<file path="config.mk">
export PLATFORM = sky130hd
export DESIGN_NAME = sram_arbiter
export DESIGN_NICKNAME = d
export VERILOG_FILES = /design/src/rtl/vector_sram_pkg.sv /design/src/rtl/sram_lane_mux.sv /design/src/rtl/sram_arbiter.sv
export SDC_FILE = /design/constraint.sdc
export NUM_CORES = 1
export LEC_CHECK = 0
export ABC_CLOCK_PERIOD_IN_PS = 2100
export CAP_MARGIN = 40
export CORE_ASPECT_RATIO = 0.8
export CORE_MARGIN = 2
export CORE_UTILIZATION = 40
export DETAILED_ROUTE_END_ITERATION = 6
export DONT_BUFFER_PORTS = 1
export PLACE_DENSITY = 0.54
export SYNTH_ARGS = -nofsm -noshare
export SYNTH_HDL_FRONTEND = slang
export SYNTH_SLANG_ARGS = --single-unit
export TNS_END_PERCENT = 100
</file>
<file path="constraint.sdc">
create_clock -name clk24 -period 2.1 [get_ports clk24]
set_input_delay 0.105 -clock clk24 [delete_from_list [all_inputs] [get_ports clk24]]
set_output_delay 0.105 -clock clk24 [all_outputs]
set_load 0.02 [all_outputs]
</file>
<file path="src/rtl/vector_sram_pkg.sv">
// ----------------------------------------------------------------------------
// vector_sram_pkg
// Shared types and constants for the SRAM arbiter: FSM states, bus owners,
// default timing and byte-lane select values.
// Revision: 1.0 - initial release
// ----------------------------------------------------------------------------
`default_nettype none

package vector_sram_pkg;

  // Access phases; PH1 may last two cycles when ACC_CYCLES is 3.
  typedef enum logic [1:0] {
    ST_IDLE = 2'd0,
    ST_PH1  = 2'd1,
    ST_PH2  = 2'd2
  } state_e;

  // Current owner of the SRAM bus.
  typedef enum logic [1:0] {
    OWN_NONE = 2'd0,
    OWN_VID  = 2'd1,
    OWN_CPU  = 2'd2,
    OWN_AUX  = 2'd3
  } owner_e;

  localparam int ACC_CYCLES_DEF = 2;
  localparam int AUX_STARVE_DEF = 8;

  // Byte-address bit 0 selects the lane: 0 = low byte, 1 = high byte.
  localparam logic LANE_LB = 1'b0;
  localparam logic LANE_UB = 1'b1;

endpackage

`default_nettype wire

</file>
<file path="src/rtl/sram_lane_mux.sv">
// ----------------------------------------------------------------------------
// sram_lane_mux
// Byte-to-word steering for 8-bit requesters on the 16-bit SRAM: write byte
// replication, lane strobe selection and read byte extraction.
// Revision: 1.0 - initial release
// ----------------------------------------------------------------------------
`default_nettype none

module sram_lane_mux
  import vector_sram_pkg::*;
(
  input  logic        lane_i,
  input  logic [7:0]  wbyte_i,
  input  logic [15:0] rword_i,
  output logic [15:0] wword_o,
  output logic        ub_n_o,
  output logic        lb_n_o,
  output logic [7:0]  rbyte_o
);

  // Byte is driven on both halves; only the selected lane strobe enables it.
  assign wword_o = {wbyte_i, wbyte_i};
  assign ub_n_o  = (lane_i != LANE_UB);
  assign lb_n_o  = (lane_i != LANE_LB);
  assign rbyte_o = (lane_i == LANE_UB) ? rword_i[15:8] : rword_i[7:0];

endmodule

`default_nettype wire

</file>
<file path="src/rtl/sram_arbiter.sv">
// ----------------------------------------------------------------------------
// sram_arbiter
// Fixed-priority, non-preemptive scheduler for a 256Kx16 SRAM shared by video
// fetch, CPU and an auxiliary DMA port. Priority: video, starved aux, CPU,
// aux. Optional macro RAMDISK_EN maps CPU ramdisk accesses to the upper
// 128K words using rd_bank.
// Revision: 1.0 - initial release
// ----------------------------------------------------------------------------
`default_nettype none

module sram_arbiter
  import vector_sram_pkg::*;
#(
  parameter int ACC_CYCLES = ACC_CYCLES_DEF,
  parameter int AUX_STARVE = AUX_STARVE_DEF
) (
  input  logic        clk24,
  input  logic        mreset,
  input  logic        vid_req,
  input  logic [15:0] vid_addr,
  output logic [15:0] vid_data,
  output logic        vid_valid,
  input  logic        cpu_req,
  input  logic        cpu_we,
  input  logic [15:0] cpu_addr,
  input  logic [7:0]  cpu_wdata,
  output logic [7:0]  cpu_rdata,
  output logic        cpu_ack,
  input  logic        aux_req,
  input  logic        aux_we,
  input  logic [15:0] aux_addr,
  input  logic [7:0]  aux_wdata,
  output logic [7:0]  aux_rdata,
  output logic        aux_ack,
  output logic [17:0] sram_addr,
  input  logic [15:0] sram_dq_i,
  output logic [15:0] sram_dq_o,
  output logic        sram_dq_oe,
  output logic        sram_we_n,
  output logic        sram_oe_n,
  output logic        sram_ub_n,
  output logic        sram_lb_n,
  input  logic [1:0]  rd_bank,
  input  logic        rd_sel
);

  localparam int SW = $clog2(AUX_STARVE + 1);

  state_e        state_q, state_d;
  owner_e        owner_q, owner_d;
  owner_e        gnt;
  logic          ph_cnt_q, ph_cnt_d;
  logic [17:0]   addr_q, addr_d;
  logic          lane_q, lane_d;
  logic          we_q, we_d;
  logic [7:0]    wdata_q, wdata_d;
  logic          vid_prev_q;
  logic          vid_pending_q, vid_pending_d;
  logic [SW-1:0] starve_q, starve_d;
  logic          cpu_ack_q, aux_ack_q, vid_valid_q;
  logic [15:0]   vid_data_q;
  logic [7:0]    cpu_rdata_q, aux_rdata_q;

  logic [2:0]    cpu_bank;
  logic          vid_rise, vid_want, arb_point, port_ok, force_aux;
  logic          active, done;
  logic [15:0]   lane_wword;
  logic          lane_ub_n, lane_lb_n;
  logic [7:0]    lane_rbyte;

`ifdef RAMDISK_EN
  assign cpu_bank = rd_sel ? {1'b1, rd_bank} : 3'b000;
  logic unused_in;
  assign unused_in = vid_addr[0];
`else
  assign cpu_bank = 3'b000;
  logic unused_in;
  assign unused_in = ^{vid_addr[0], rd_bank, rd_sel};
`endif

  // Video is edge-triggered: one fetch per rising vid_req, remembered while busy.
  assign vid_rise  = vid_req & ~vid_prev_q;
  assign vid_want  = vid_pending_q | vid_rise;
  assign arb_point = (state_q == ST_IDLE) || (state_q == ST_PH2);
  // CPU/aux may chain only behind video; the ack cycle is dead for them so a
  // held request is never granted twice.
  assign port_ok   = (state_q == ST_IDLE) ? ~(cpu_ack_q | aux_ack_q)
                                          : (owner_q == OWN_VID);
  assign force_aux = aux_req && (starve_q == SW'(AUX_STARVE));
  assign active    = (state_q != ST_IDLE);
  assign done      = (state_q == ST_PH2);

  // Fixed-priority grant selection at arbitration points.
  always_comb begin
    gnt = OWN_NONE;
    if (arb_point) begin
      if (vid_want)       gnt = OWN_VID;
      else if (port_ok) begin
        if (force_aux)    gnt = OWN_AUX;
        else if (cpu_req) gnt = OWN_CPU;
        else if (aux_req) gnt = OWN_AUX;
      end
    end
  end

  // Next-state, grant capture and bookkeeping.
  always_comb begin
    state_d       = state_q;
    owner_d       = owner_q;
    ph_cnt_d      = ph_cnt_q;
    addr_d        = addr_q;
    lane_d        = lane_q;
    we_d          = we_q;
    wdata_d       = wdata_q;
    vid_pending_d = (vid_pending_q | vid_rise) & (gnt != OWN_VID);
    starve_d      = starve_q;

    if (!aux_req || gnt == OWN_AUX) starve_d = '0;
    else if (gnt == OWN_CPU)        starve_d = starve_q + SW'(1);

    case (state_q)
      ST_IDLE, ST_PH2: begin
        ph_cnt_d = 1'b0;
        state_d  = (gnt == OWN_NONE) ? ST_IDLE : ST_PH1;
        owner_d  = gnt;
        case (gnt)
          OWN_VID: begin
            addr_d = {3'b000, vid_addr[15:1]};
            we_d   = 1'b0;
            lane_d = LANE_LB;
          end
          OWN_CPU: begin
            addr_d  = {cpu_bank, cpu_addr[15:1]};
            we_d    = cpu_we;
            lane_d  = cpu_addr[0];
            wdata_d = cpu_wdata;
          end
          OWN_AUX: begin
            addr_d  = {3'b000, aux_addr[15:1]};
            we_d    = aux_we;
            lane_d  = aux_addr[0];
            wdata_d = aux_wdata;
          end
          default: ;
        endcase
      end
      ST_PH1: begin
        if (ACC_CYCLES == 3 && !ph_cnt_q) ph_cnt_d = 1'b1;
        else                              state_d  = ST_PH2;
      end
      default: begin
        state_d = ST_IDLE;
        owner_d = OWN_NONE;
      end
    endcase
  end

  // State and access registers; reset abandons any access in flight.
  always_ff @(posedge clk24) begin
    if (mreset) begin
      state_q       <= ST_IDLE;
      owner_q       <= OWN_NONE;
      ph_cnt_q      <= 1'b0;
      addr_q        <= '0;
      lane_q        <= LANE_LB;
      we_q          <= 1'b0;
      wdata_q       <= '0;
      vid_prev_q    <= 1'b0;
      vid_pending_q <= 1'b0;
      starve_q      <= '0;
    end else begin
      state_q       <= state_d;
      owner_q       <= owner_d;
      ph_cnt_q      <= ph_cnt_d;
      addr_q        <= addr_d;
      lane_q        <= lane_d;
      we_q          <= we_d;
      wdata_q       <= wdata_d;
      vid_prev_q    <= vid_req;
      vid_pending_q <= vid_pending_d;
      starve_q      <= starve_d;
    end
  end

  // Completion strobes and read data captured at the end of PH2.
  always_ff @(posedge clk24) begin
    if (mreset) begin
      cpu_ack_q   <= 1'b0;
      aux_ack_q   <= 1'b0;
      vid_valid_q <= 1'b0;
      vid_data_q  <= '0;
      cpu_rdata_q <= '0;
      aux_rdata_q <= '0;
    end else begin
      cpu_ack_q   <= done && (owner_q == OWN_CPU);
      aux_ack_q   <= done && (owner_q == OWN_AUX);
      vid_valid_q <= done && (owner_q == OWN_VID);
      if (done && owner_q == OWN_VID)            vid_data_q  <= sram_dq_i;
      if (done && owner_q == OWN_CPU && !we_q)   cpu_rdata_q <= lane_rbyte;
      if (done && owner_q == OWN_AUX && !we_q)   aux_rdata_q <= lane_rbyte;
    end
  end

  sram_lane_mux u_lane_mux (
    .lane_i  (lane_q),
    .wbyte_i (wdata_q),
    .rword_i (sram_dq_i),
    .wword_o (lane_wword),
    .ub_n_o  (lane_ub_n),
    .lb_n_o  (lane_lb_n),
    .rbyte_o (lane_rbyte)
  );

  assign sram_addr  = addr_q;
  assign sram_dq_o  = lane_wword;
  assign sram_dq_oe = active & we_q;
  assign sram_we_n  = ~((state_q == ST_PH1) & we_q);
  assign sram_oe_n  = ~(active & ~we_q);
  assign sram_ub_n  = active ? ((owner_q == OWN_VID) ? 1'b0 : lane_ub_n) : 1'b1;
  assign sram_lb_n  = active ? ((owner_q == OWN_VID) ? 1'b0 : lane_lb_n) : 1'b1;

  assign vid_data   = vid_data_q;
  assign vid_valid  = vid_valid_q;
  assign cpu_rdata  = cpu_rdata_q;
  assign cpu_ack    = cpu_ack_q;
  assign aux_rdata  = aux_rdata_q;
  assign aux_ack    = aux_ack_q;

endmodule

`default_nettype wire

</file>
==> flow_metrics.tcl <==
set metrics [dict create \
    overflow 0 \
    worstPathCellList "inv_1 > ha_1 > and3b_1 > o21ai_4 > buf_6 > mux2i_1 > o311ai_0" \
    ys.warnings.count 0 \
    worst_slew_pin_slew_ps 632 \
    coreArea_sq_um 7840 \
    critical_path_class "reg2reg" \
    timing.rr.start "starve_q[0]" \
    r2r-end "sram_addr[4]" \
    maxCapViolCount 0 \
    area_growth_syn_to_layout_pct 27.0 \
    power.leakage_nw 1.45 \
    cp.arrival_ps 2150 \
    grt_pass1_wl_um 14000 \
    clk_latency_ps 350 \
    dp_slack_ps 44.8 \
    ir_worst_vdd_mv 0.379 \
    dieWidth_um 104 \
    synth_area_per_cell_sq_um 9.17 \
    fillCellCount 725 \
    multi_input_area_sq_um 1610 \
    end_kind "flip-flop" \
    yosysTopAreaCellShare_pct 44.0 \
    nNetsFinal 482 \
    switching_share_pct 31.5 \
    hpwl_um 5410 \
    die_area_sq_um 8690 \
    cts_tree "done" \
    min_path_cells 2 \
    worstHoldEndpoint "wdata_q[3]" \
    routedWlPerCell_um 17.7 \
    seq_power_share_pct 47.4 \
    final.min_clock_period_ps 1930 \
    clk_pin_slew_ps 80 \
    crit_fanout 15 \
    synth_flop_cell "dfxtp_1" \
    vias_per_cell 5.43 \
    grt_pass1_vias 2687 \
    netlist_top_cells_area "dfxtp_1 (44%), mux2i_1 (10%), a211oi_1 (5.7%), nand4b_1 (4.4%), nand2_1 (4.2%)" \
    drive_above_1_share_pct 10.9 \
    die_h_um 83.8 \
    layout_setup_ws_ps 170 \
    antennaDiodeCount 0 \
    cp_slowest_stage_delay_ps 380 \
    clkPwrFrac_pct 36.5 \
    hold_viol_final 0 \
    seqCellArea_sq_um 1400 \
    fmax_ghz 0.518 \
    tns_ps 0 \
    yosysSeqAreaShare_pct 44.0 \
    root_buffer "clkbuf_8" \
    syn_inst 347 \
    p_sw_mw 1.08 \
    fin_worst_skew_ps 5.83 \
    grt_max_degree 66 \
    cts_buffer_depth 2 \
    cts_made_buffers 9 \
    rrSetupSlack_ps 170 \
    worstHoldStart "aux_wdata[3]" \
    async_flop_share_pct 0 \
    drc 0 \
    r2r_cells 7 \
    place_congestion 0.755 \
    finalSetupViolCount 0 \
    cts_setup_buffers 0 \
    final_antenna_net_count 0 \
    yosysMostFrequentCell "dfxtp_1" \
    slew_viol_final 0 \
    routed_wirelength_um 8910 \
    synth_common_cells "dfxtp_1 (70), nand2_1 (36), mux2i_1 (32), nor2_1 (30), a211oi_1 (24)" \
    ys_ff_latch 70 \
    period_share_pct 91.9 \
    clock-sinks 70 \
    maxSlewHeadroom_pct 57.8 \
    start_util_pct 40.6 \
    yosys.area.top_type "dfxtp_1" \
    share_comb_of_total_power_pct 16.1 \
    crit_required_ps 2320 \
    cp-start-kind "flip-flop" \
    pin_count 164 \
    outcome "finished, final reports clean" \
    hp-class "in2reg" \
    powerDensity_nw_per_um2 852 \
    p_int_mw 2.36 \
    first_iter_violations 126 \
    grt.total_usage_pct 20.4 \
    rsz0062_at_grt "false" \
    dr.pass1.iters 5 \
    vias 2731 \
    antenna_found_initial 0 \
    port_buffers 0 \
    syn_area_sq_um 3180 \
    synth_enable_flop_cells 0 \
    rows 29 \
    synthDistinctLibCells 39 \
    slowest_stage "dfxtp_1" \
    cts.htree.levels 3 \
]
metal layers:
metal	up-vias	global-route usage [%]	routed length, um
met5	-	0	0
met1	1249	24.7	3850
met2	126	33.3	4140
met3	24	6.64	679
li1	1332	-	-
met4	0	9.09	248
state kept, by name (all words and copies together) (netlist names), 2 cells and up:
| signal | cells |
|---|---|
| vid_data | 16 |
| sram_addr | 15 |
| aux_rdata | 8 |
| cpu_rdata | 8 |
| wdata_q | 8 |
| starve_q | 4 |
| owner_q | 2 |
| state_q | 2 |
power groups by stage:
stage	Combinational, mW	Sequential (mW)	Clock (mW)
after CTS	0.544	1.63	1.30
after global routing	0.607	1.65	1.34
final	0.553	1.63	1.26
after floorplan	0.420	1.61	0
after detailed placement	0.442	1.66	0
after global placement	0.437	1.66	0
cell families after synthesis:
logic type,after synthesis,synth area share (%)
simple gates,125,22.1
compound gates,74,16.0
flops,70,44.0
buf+inv,41,6.25
mux,34,10.8
fa+ha+maj,2,0.786
other cells,1,0.118
stage by stage:
step,hold WS (ps),utilization (%),instances,power (mW),cell area (sq um)
after floorplan,233,-,349,2.03,3190
after global placement,184,41.7,436,2.10,3270
after detailed placement,187,41.7,436,2.11,3270
after CTS,0.921,51.4,503,3.48,4030
after global routing,13.3,51.6,503,3.59,4040
final,7.07,51.6,503,3.44,4040
cell usage in the layout, fill, tap and decap left out, types with 2 or more instances in the layout:
cell type	n
nor3b_1	2
inv_1	4
nor2_1	30
a22oi_1	2
o21ai_0	2
nand4b_1	16
inv_6	2
nor3b_2	3
mux2_2	2
a211oi_1	24
o22ai_1	2
o311ai_0	15
nand2_1	36
ha_1	2
bufinv_16	2
dlygate4sd3_1	50
nor2b_1	4
nand2b_1	3
buf_4	15
conb_1	3
nand3_1	3
nor3_1	2
a21oi_1	23
dfxtp_1	70
mux2i_1	32
clkbuf_8	9
nand3b_1	18
worst max-delay path, delay by kind of cell, from the launching register on:
family / cells / cell delay (ps)
muxes: 1 / 100
buffers and inverters: 2 / 330
AOI/OAI and AO/OA: 2 / 590
DFF: 1 / 380
and+or+nand+nor: 1 / 210
adders and majority gates: 1 / 200
worst max-delay path by stage:
| stage | slack [ps] | cells after the start | from | end |
|---|---|---|---|---|
| floorplan | 150 | 8 | starve_q[0] | lane_q |
| global placement | 140 | 7 | starve_q[0] | sram_addr[1] |
| detailed placement | 40 | 7 | starve_q[0] | sram_addr[13] |
| CTS | 70 | 7 | starve_q[0] | sram_addr[13] |
| global route | 30 | 7 | starve_q[0] | wdata_q[3] |
| finish | 170 | 7 | starve_q[0] | sram_addr[4] |
cell type report:
type / count / share of cell area, %
clock buffers: 9 / 3.07
clock inverters: 7 / 2.60
inverters: 4 / 0.372
multi-input cells: 238 / 39.8
flip-flops and latches: 70 / 34.7
well taps: 108 / 3.34
repair buffers: 67 / 16.1
repair_timing:
action | in CTS | in global routing
setup endpoints to repair | 0 | 13
hold endpoints to repair | 70 | 0
gates resized for setup | 0 | 3
hold buffers | 51 | 0
Note: power is estimated with default switching activity, not from simulation.
